<file path="src/rtl/tage_update_ctrl.sv">
// TAGE commit-side update sequencer: update FIFO plus a beat FSM driving the table write port.
// Define TAGE_USEFUL_RESET_EN to build the periodic useful-bit clearing sweep.
module tage_update_ctrl #(
  parameter int QUEUE_DEPTH         = 4,
  parameter int NUM_TABLES          = 4,
  parameter int INDEX_W             = 10,
  parameter int USEFUL_RESET_PERIOD = 262144
) (
  input  logic                              clk,
  input  logic                              rst,
  input  logic                              upd_valid,
  output logic                              upd_ready,
  input  logic                              upd_taken,
  input  logic [2:0]                        upd_provider,
  input  logic                              upd_provider_taken,
  input  logic                              upd_alt_taken,
  input  logic [(NUM_TABLES+1)*INDEX_W-1:0] upd_idx,
  output logic                              wr_valid,
  input  logic                              wr_ready,
  output logic [2:0]                        wr_table,
  output logic [INDEX_W-1:0]                wr_idx,
  output logic [2:0]                        wr_op,
  output logic                              sweep_active
);

  localparam int         IDX_ALL_W = (NUM_TABLES+1)*INDEX_W;
  localparam int         REC_W     = IDX_ALL_W + 6;
  localparam int         PTR_W     = $clog2(QUEUE_DEPTH);
  localparam logic [2:0] LP_NT     = 3'(NUM_TABLES);

  localparam logic [2:0] OP_CTR_INC = 3'd0;
  localparam logic [2:0] OP_CTR_DEC = 3'd1;
  localparam logic [2:0] OP_U_INC   = 3'd2;
  localparam logic [2:0] OP_U_DEC   = 3'd3;
  localparam logic [2:0] OP_ALLOC_T = 3'd4;
  localparam logic [2:0] OP_ALLOC_N = 3'd5;
`ifdef TAGE_USEFUL_RESET_EN
  localparam logic [2:0] OP_U_CLR   = 3'd6;
  localparam int         CNT_W      = (USEFUL_RESET_PERIOD > 1) ? $clog2(USEFUL_RESET_PERIOD) : 1;

  typedef enum logic [2:0] {S_IDLE, S_UPD_CTR, S_UPD_U, S_UPD_ALLOC, S_SWEEP} state_t;
`else
  typedef enum logic [2:0] {S_IDLE, S_UPD_CTR, S_UPD_U, S_UPD_ALLOC} state_t;
`endif

  logic [REC_W-1:0]     r_mem [QUEUE_DEPTH];
  logic [PTR_W:0]       r_wptr, r_rptr;
  logic [15:0]          r_lfsr;
  state_t               r_state;
  logic                 r_wr_valid;
  logic [2:0]           r_wr_table;
  logic [INDEX_W-1:0]   r_wr_idx;
  logic [2:0]           r_wr_op;
  logic [2:0]           r_alloc_tbl;
`ifdef TAGE_USEFUL_RESET_EN
  logic [CNT_W-1:0]     r_period;
  logic                 r_sweep_pending;
  logic                 r_sweep_active;
`endif

  logic                 w_full, w_empty, w_push, w_pop, w_hs;
  logic                 w_h_taken, w_h_pt, w_h_alt;
  logic [2:0]           w_h_prov;
  logic [IDX_ALL_W-1:0] w_h_idx;
  logic                 w_need_u, w_need_alloc;
  logic [2:0]           w_alloc_tbl;

  function automatic logic [INDEX_W-1:0] idx_of(input logic [IDX_ALL_W-1:0] idxs,
                                                input logic [2:0] tbl);
    idx_of = '0;
    for (int k = 0; k <= NUM_TABLES; k++)
      if (tbl == 3'(k)) idx_of = idxs[k*INDEX_W +: INDEX_W];
  endfunction

  assign w_full  = (r_wptr[PTR_W] != r_rptr[PTR_W]) &&
                   (r_wptr[PTR_W-1:0] == r_rptr[PTR_W-1:0]);
  assign w_empty = (r_wptr == r_rptr);
  assign w_push  = upd_valid && !w_full;
  assign w_hs    = r_wr_valid && wr_ready;

  // The head record stays in place until the last beat of its sequence is accepted.
  assign {w_h_taken, w_h_prov, w_h_pt, w_h_alt, w_h_idx} = r_mem[r_rptr[PTR_W-1:0]];

  assign w_need_u     = (w_h_prov != 3'd0) && (w_h_pt != w_h_alt);
  assign w_need_alloc = (w_h_pt != w_h_taken) && (w_h_prov < LP_NT);
  assign w_alloc_tbl  = (!r_lfsr[0] || (w_h_prov == LP_NT - 3'd1)) ? w_h_prov + 3'd1
                                                                   : w_h_prov + 3'd2;

  assign w_pop = w_hs && (((r_state == S_UPD_CTR) && !w_need_u && !w_need_alloc) ||
                          ((r_state == S_UPD_U) && !w_need_alloc) ||
                          (r_state == S_UPD_ALLOC));

  always_ff @(posedge clk) begin
    if (w_push)
      r_mem[r_wptr[PTR_W-1:0]] <= {upd_taken, upd_provider, upd_provider_taken,
                                   upd_alt_taken, upd_idx};
  end

  always_ff @(posedge clk) begin
    if (!rst) begin
      r_wptr <= '0;
      r_rptr <= '0;
      r_lfsr <= 16'hACE1;
    end else begin
      if (w_push) r_wptr <= r_wptr + 1'b1;
      if (w_pop)  r_rptr <= r_rptr + 1'b1;
      r_lfsr <= {r_lfsr[0] ^ r_lfsr[2] ^ r_lfsr[3] ^ r_lfsr[5], r_lfsr[15:1]};
    end
  end

  always_ff @(posedge clk) begin
    if (!rst) begin
      r_state     <= S_IDLE;
      r_wr_valid  <= 1'b0;
      r_wr_table  <= 3'd0;
      r_wr_idx    <= '0;
      r_wr_op     <= OP_CTR_INC;
      r_alloc_tbl <= 3'd0;
`ifdef TAGE_USEFUL_RESET_EN
      r_period        <= '0;
      r_sweep_pending <= 1'b0;
      r_sweep_active  <= 1'b0;
`endif
    end else begin
      case (r_state)
        S_IDLE: begin
`ifdef TAGE_USEFUL_RESET_EN
          if (r_sweep_pending) begin
            r_state         <= S_SWEEP;
            r_sweep_pending <= 1'b0;
            r_sweep_active  <= 1'b1;
            r_wr_valid      <= 1'b1;
            r_wr_table      <= 3'd7;
            r_wr_idx        <= '0;
            r_wr_op         <= OP_U_CLR;
          end else
`endif
          if (!w_empty) begin
            // Allocation target is fixed here so a stalled ALLOC beat cannot change.
            r_state     <= S_UPD_CTR;
            r_wr_valid  <= 1'b1;
            r_wr_table  <= w_h_prov;
            r_wr_idx    <= idx_of(w_h_idx, w_h_prov);
            r_wr_op     <= w_h_taken ? OP_CTR_INC : OP_CTR_DEC;
            r_alloc_tbl <= w_alloc_tbl;
          end
        end
        S_UPD_CTR, S_UPD_U: if (w_hs) begin
          if ((r_state == S_UPD_CTR) && w_need_u) begin
            r_state <= S_UPD_U;
            r_wr_op <= (w_h_pt == w_h_taken) ? OP_U_INC : OP_U_DEC;
          end else if (w_need_alloc) begin
            r_state    <= S_UPD_ALLOC;
            r_wr_table <= r_alloc_tbl;
            r_wr_idx   <= idx_of(w_h_idx, r_alloc_tbl);
            r_wr_op    <= w_h_taken ? OP_ALLOC_T : OP_ALLOC_N;
          end else begin
            r_state    <= S_IDLE;
            r_wr_valid <= 1'b0;
          end
        end
        S_UPD_ALLOC: if (w_hs) begin
          r_state    <= S_IDLE;
          r_wr_valid <= 1'b0;
        end
`ifdef TAGE_USEFUL_RESET_EN
        S_SWEEP: if (w_hs) begin
          if (r_wr_idx == '1) begin
            r_state        <= S_IDLE;
            r_wr_valid     <= 1'b0;
            r_sweep_active <= 1'b0;
          end else begin
            r_wr_idx <= r_wr_idx + 1'b1;
          end
        end
`endif
        default: begin
          r_state    <= S_IDLE;
          r_wr_valid <= 1'b0;
        end
      endcase
`ifdef TAGE_USEFUL_RESET_EN
      if (w_pop) begin
        if (r_period == CNT_W'(USEFUL_RESET_PERIOD - 1)) begin
          r_period        <= '0;
          r_sweep_pending <= 1'b1;
        end else begin
          r_period <= r_period + 1'b1;
        end
      end
`endif
    end
  end

  assign upd_ready = !w_full;
  assign wr_valid  = r_wr_valid;
  assign wr_table  = r_wr_table;
  assign wr_idx    = r_wr_idx;
  assign wr_op     = r_wr_op;
`ifdef TAGE_USEFUL_RESET_EN
  assign sweep_active = r_sweep_active;
`else
  assign sweep_active = 1'b0;
`endif

endmodule

</file>
<file path="config.mk">
export PLATFORM = sky130hd
export DESIGN_NAME = tage_update_ctrl
export DESIGN_NICKNAME = d
export VERILOG_FILES = /design/src/rtl/tage_update_ctrl.sv
export SDC_FILE = /design/constraint.sdc
export NUM_CORES = 1
export LEC_CHECK = 0
export BUFFER_PORTS_ARGS = -buffer_cell sky130_fd_sc_hd__buf_2
export CORE_ASPECT_RATIO = 1.25
export CORE_UTILIZATION = 40
export CTS_BUF_LIST = sky130_fd_sc_hd__clkbuf_8
export DETAILED_ROUTE_END_ITERATION = 6
export REMOVE_ABC_BUFFERS = 1
export SLEW_MARGIN = 0
export SYNTH_ARGS = -nofsm -noshare
export SYNTH_HDL_FRONTEND = slang
export SYNTH_SLANG_ARGS = --single-unit
</file>
<file path="constraint.sdc">
create_clock -name clk -period 4.05 [get_ports clk]
set_clock_uncertainty 0.1 [all_clocks]
set_input_delay 0.2025 -clock clk [delete_from_list [all_inputs] [get_ports clk]]
set_output_delay 0.2025 -clock clk [all_outputs]
set_load 0.05 [all_outputs]
</file>
==> results of run 1 <==
[state kept, by name (all words and copies together) (netlist names), named ones only]
signal       flops
r_rptr           3
wr_idx          10
r_state          2
r_lfsr          16
wr_op            3
r_alloc_tbl      3
r_wptr           3
wr_valid         1
r_mem          224
wr_table         3
[area by class of cell]
class                           instances  area share (%)
Sequential cell                       270           57.65
Tap cell                              350           3.299
Clock buffer                           44           4.562
Clock inverter                         31           1.188
Multi-Input combinational cell        341           24.90
Inverter                               13          0.3676
Timing Repair Buffer                  149           8.031
[per-stage QoR]
step / std cells / util (%) / cell area [µm²] / TNS, ns
2_1_floorplan: 624 / - / 11000 / -16.73
3_3_place_gp: 1067 / 43.35 / 11950 / 0
3_5_place_dp: 1067 / 43.35 / 11950 / 0
4_1_cts: 1198 / 48.15 / 13270 / 0
5_1_grt: 1198 / 48.15 / 13270 / 0
6_report: 1198 / 48.15 / 13270 / 0
[metal layers]
layer | GRT usage [%] | share of wire (%) | vias up
li1 | - | - | 2945
met1 | 21.24 | 38 | 3287
met2 | 31.66 | 52 | 246
met3 | 2.916 | 5.6 | 72
met4 | 8.073 | 3.6 | 0
met5 | 0 | 0 | -
[worst max-delay path: stages, from the launching register on]
cell	delay, ns
dfxtp_4	0.57
mux4_2	0.64
inv_1	0.12
ha_1	0.42
and3b_1	0.38
a222oi_1	0.34
nand2b_1	0.15
a311oi_1	0.11
a221oi_1	0.28
a21oi_1	0.11
[path summary, 6_finish.rpt]
check            start        end  slack [ns]
min           wr_ready   wr_op[1]        0.06
max reg2reg       flop  wr_idx[6]        0.70
max               flop  wr_idx[6]        0.70
min reg2reg  r_lfsr[1]  r_lfsr[0]        0.31
[cell usage after synthesis, types with 3 or more instances]
library cell,number,share of area (%)
edfxtp_1,224,60
inv_1,10,0.34
and3_1,6,0.34
nor2_1,15,0.50
and2_1,13,0.73
nand2_1,38,1.3
a311oi_1,8,0.63
buf_4,6,0.40
buf_2,9,0.40
dfxtp_1,46,8.2
mux2_1,4,0.40
ha_1,14,1.6
a211o_1,8,0.63
xor2_1,7,0.55
o211a_1,3,0.27
o21ai_0,25,1.1
a221oi_1,9,0.71
o211ai_1,3,0.20
nand3_1,7,0.31
mux2_2,24,2.4
nor2b_1,10,0.56
mux4_2,54,11
o2111ai_1,3,0.24
nand2b_1,20,1.1
clkbuf_1,15,0.50
mux2i_1,4,0.36
buf_6,3,0.30
a222oi_1,8,0.72
xnor2_1,8,0.63
a21oi_1,14,0.63
[power groups by stage]
stage	clock network [mW]	logic [mW]	registers [mW]
after floorplan	0	0.670	3.63
after detailed placement	0	1.36	3.42
after global placement	0	1.32	3.41
after global routing	2.25	1.50	3.37
final	2.08	1.41	3.36
after CTS	2.13	1.41	3.36
[timing repair]
action	in CTS	in global routing
hold buffers	56	0
hold endpoints to repair	224	0
setup endpoints to repair	0	0
[logic make-up (layout without fill, tap and decap cells)]
group / count (synthesis) / after routing / share of synthesized area (%)
simple gates: 118 / 118 / 5.528
compound gates: 107 / 107 / 7.162
other cells: 1 / 1 / 0.03354
flops: 270 / 270 / 68.40
xor+xnor: 15 / 15 / 1.175
buf+inv: 47 / 237 / 2.081
fa+ha+maj: 14 / 14 / 1.567
mux: 86 / 86 / 14.06
==> qor.txt, run 1 <==
Mapped Area -> 0.01118 mm²
initial drt markers -> 413
Layout Nets -> 892
Worst Tran Pin Value -> 0.9124 ns
clock-pin slew on the worst setup and hold paths -> 0.06 ns
FF/Latch Area -> 0.007652 mm²
fillcell total -> 2373
final hold vios -> 0
grt total ovfl -> 0
post-CTS setup buffer count -> 0
post-route ant nets -> 0
critical path fanouts, max -> 17
status -> complete, no violations
maxcap violations -> 0
largest net degree at the start of global routing -> 58
Power Density -> 515.4 mW/mm²
number of distinct library cells after synthesis -> 63
post_cts resized -> 0
Root Driver -> clkbuf_8
Hold WS -> 0.05702 ns
layout cell share with drive strength beyond 1 -> 27.95%
Ys Warns -> 0
most frequent cells in the layout -> edfxtp_1, buf_2, dlygate4sd3_1
syn avg cell area -> 16.99 µm²
Overall Power -> 6.841 mW
share of power burned in registers -> 49.1%
Comb pwr share -> 20.5%
RSZ-0062 raised after global routing -> no
clock network power share -> 30.3%
Num CTS Buffers -> 43
number of synthesized flops with an enable pin -> 224
Antenna diodes -> 0
post-placement setup slack -> 0.6548 ns
fin crit period -> 3.350 ns
GRT Resource Usage Total -> 17.95%
I/O pin count -> 79
IR drop worst, VDD -> 257.0 µV
DR vias/cell -> 5.467
required time of the critical path -> 4.36 ns
first-pass GRT wire length -> 38.38 mm
LEAKAGE -> 4.540 nW
die height -> 188.9 µm
fin worst setup slack -> 0.6997 ns
most common cell after layout, fill and taps aside -> edfxtp_1
sequential area share after synthesis -> 68.40%
initial antenna violation count -> 0
Tcrit/Tclk final -> 82.72%
asr flop ratio synth -> 0%
WL final -> 24.90 mm
Die ar. -> 0.02863 mm²
clk_lat worst skew -> 0.55 ns
vias in the first global route -> 7016
CTS tree -> yes
fin. max-slew vios -> 0
clk sink count -> 270
Worst Reg-to-Reg Cells -> 9
footprint of the multi-input gates -> 0.003306 mm²
H-Tree Depth -> 2
row cnt -> 68
Net Sw Power -> 2.057 mW
Final GP Congestion -> 0.7978
final setup violation count -> 0
Synth Register Bits -> 270
Starting Density -> 40.56%
hpwl dp -> 15.35 mm
Relative slew margins -> 39.17%
area grow syn2layout -> 18.72%
cell-internal power -> 4.784 mW
Hold WC Path Type -> input port to flop
CP Launch Type -> flop
vias -> 6550
kind of critical path -> flop to flop
Critical Path AT -> 3.66 ns
clock tree buffer depth -> 3
core area -> 0.02757 mm²
Critical Path End Type -> flop
wire per inst -> 20.78 µm
max frequency -> 0.2985 GHz
worst hold path depth -> 4
drt first pass iters -> 7
die width -> 151.5 µm
switching portion of total power -> 30.07%
Synth Instances -> 658
drt drc -> 0
top_reg_cell synth -> edfxtp_1
Port Buffer Count -> 77
(Power assumes the default switching activity.)
==> run 2: changes to the inputs <==
- clock period: 4.05 -> 3.1 ns (I/O delays scaled with it)
==> run 2 against run 1 <==
Net effect:
- first-iteration DRC count grew 1.9%
- final area increased by 1.1%
- combinational power up 33%
- total power is 31% higher
- critical path depth up 2
- clock power increased by 32%
- critical endpoint is now wr_idx[7]
- highest routed layer unchanged
==> qor.txt, run 2 (same netlist as run 1, synthesis figures left out) <==
status -> complete, no violations
Hold WC Path Type -> input port to flop
DR vias/cell -> 5.472
Hold Startpoint -> upd_valid
clock network power share -> 30.4%
initial antenna violation count -> 0
first-pass GRT wire length -> 39.30 mm
Critical Path AT -> 3.22 ns
Hold WS -> 0.04730 ns
LEAKAGE -> 4.632 nW
post-CTS setup buffer count -> 0
kind of critical path -> flop to flop
max FFs per register -> 224
post-route ant nets -> 0
most frequent cells in the layout -> edfxtp_1, buf_2, dlygate4sd3_1
Comb pwr share -> 20.9%
core area -> 0.02757 mm²
Relative slew margins -> 39.20%
Antenna diodes -> 0
drt drc -> 0
share of power burned in registers -> 48.7%
Die ar. -> 0.02863 mm²
GRT Resource Usage Total -> 18.43%
fin crit period -> 2.906 ns
fin. max-slew vios -> 0
reg2reg end -> wr_idx[7]
fillcell total -> 2417
H-Tree Depth -> 2
post-route cell area -> 0.01343 mm²
post-placement setup slack -> 0.1477 ns
final setup violation count -> 0
wire per inst -> 21.19 µm
reg2reg setup slack -> 0.19 ns
Layout Nets -> 902
max frequency -> 0.3441 GHz
cell-internal power -> 6.286 mW
die width -> 151.5 µm
Final GP Congestion -> 0.8331
clock-pin slew on the worst setup and hold paths -> 0.06 ns
drt first pass iters -> 5
critical path fanouts, max -> 9
grt total ovfl -> 0
area grow syn2layout -> 20.08%
Non-Filler Instances -> 1205
dpl cell area -> 0.01210 mm²
RSZ-0062 raised after global routing -> no
Root Driver -> clkbuf_8
Port Buffer Count -> 77
hpwl dp -> 15.76 mm
initial drt markers -> 421
Power Density -> 669.7 mW/mm²
row cnt -> 68
Overall Power -> 8.991 mW
most common cell after layout, fill and taps aside -> edfxtp_1
final core occ -> 48.70%
Worst Reg-to-Reg Cells -> 11
I/O pin count -> 79
Placed Cells -> 1075
footprint of the multi-input gates -> 0.003307 mm²
clk sink count -> 270
final hold vios -> 0
setup TNS -> 0 ns
Num CTS Buffers -> 44
Tcrit/Tclk final -> 93.76%
Net Sw Power -> 2.705 mW
WL final -> 25.53 mm
largest net degree at the start of global routing -> 58
required time of the critical path -> 3.41 ns
Hold Path Sink -> r_wptr[1]
FF/Latch Area -> 0.007652 mm²
Worst Tran Pin Value -> 0.9087 ns
CP Launch Type -> flop
layout cell share with drive strength beyond 1 -> 28.54%
Critical Path End Type -> flop
vias -> 6594
worst hold path depth -> 4
CTS tree -> yes
fin worst setup slack -> 0.1935 ns
vias in the first global route -> 7000
switching portion of total power -> 30.08%
IR drop worst, VDD -> 274.5 µV
die height -> 188.9 µm
Starting Density -> 40.56%
clock tree buffer depth -> 3
clk_lat worst skew -> 0.56 ns
maxcap violations -> 0
[run 2: cell types whose count changed in the layout (fill, tap and decap cells not counted)]
cell / delta
inv_6: -1
inv_1: +7
clkinv_1: -7
dlygate4sd3_1: +1
buf_12: +7
clkbuf_8: +1
clkinv_2: -1
and3b_2: +1
buf_4: +1
clkinvlp_4: -1
and3b_1: -1
[run 2: timing repair]
action | in CTS | in global routing
endpoints found under the setup margin | 0 | 2
resized for setup | 0 | 1
hold buffers | 57 | 0
endpoints found under the hold margin | 225 | 0
[run 2: final cells by class]
class                           count  area share [%]
Inverter                           13          0.3635
Clock buffer                       45           4.613
Clock inverter                     28           1.016
Sequential cell                   270           57.00
Multi-Input combinational cell    341           24.63
Tap cell                          350           3.262
Timing Repair Buffer              158           9.115
[run 2: power by group through the flow]
stage          clock network (mW)  logic, mW  registers, mW
6_report                     2.74       1.88           4.38
5_1_grt                      2.98       2.00           4.40
4_1_cts                      2.83       1.87           4.38
3_5_place_dp                    0       1.81           4.45
3_3_place_gp                    0       1.76           4.44
2_1_floorplan                   0      0.875           4.74
[run 2: how the worst max path moves through the flow]
stage               from         to  slack (ns)  cells after the start
floorplan           flop  wr_idx[0]       -1.84                      9
global placement    flop  wr_idx[7]        0.26                      9
detailed placement  flop  wr_idx[7]        0.15                      9
CTS                 flop  wr_idx[7]        0.12                      9
global route        flop   wr_op[0]        0.02                      7
finish              flop  wr_idx[7]        0.19                     11
[run 2: critical path: stages, from the launching register on]
cell      delay (ns)
dfxtp_4         0.40
mux4_2          0.59
inv_1           0.11
ha_1            0.22
buf_4           0.20
nor3b_4         0.05
buf_4           0.19
a222oi_1        0.30
nand2b_1        0.15
a311oi_1        0.10
a221oi_1        0.25
a21oi_1         0.13
[run 2: metal layers]
layer,global-route usage (%),routed length [µm],vias up
met4,8.302,822,0
met3,3.446,1394,66
met1,22.56,10190,3342
li1,-,-,2957
met2,31.38,13130,229
met5,0,0,-
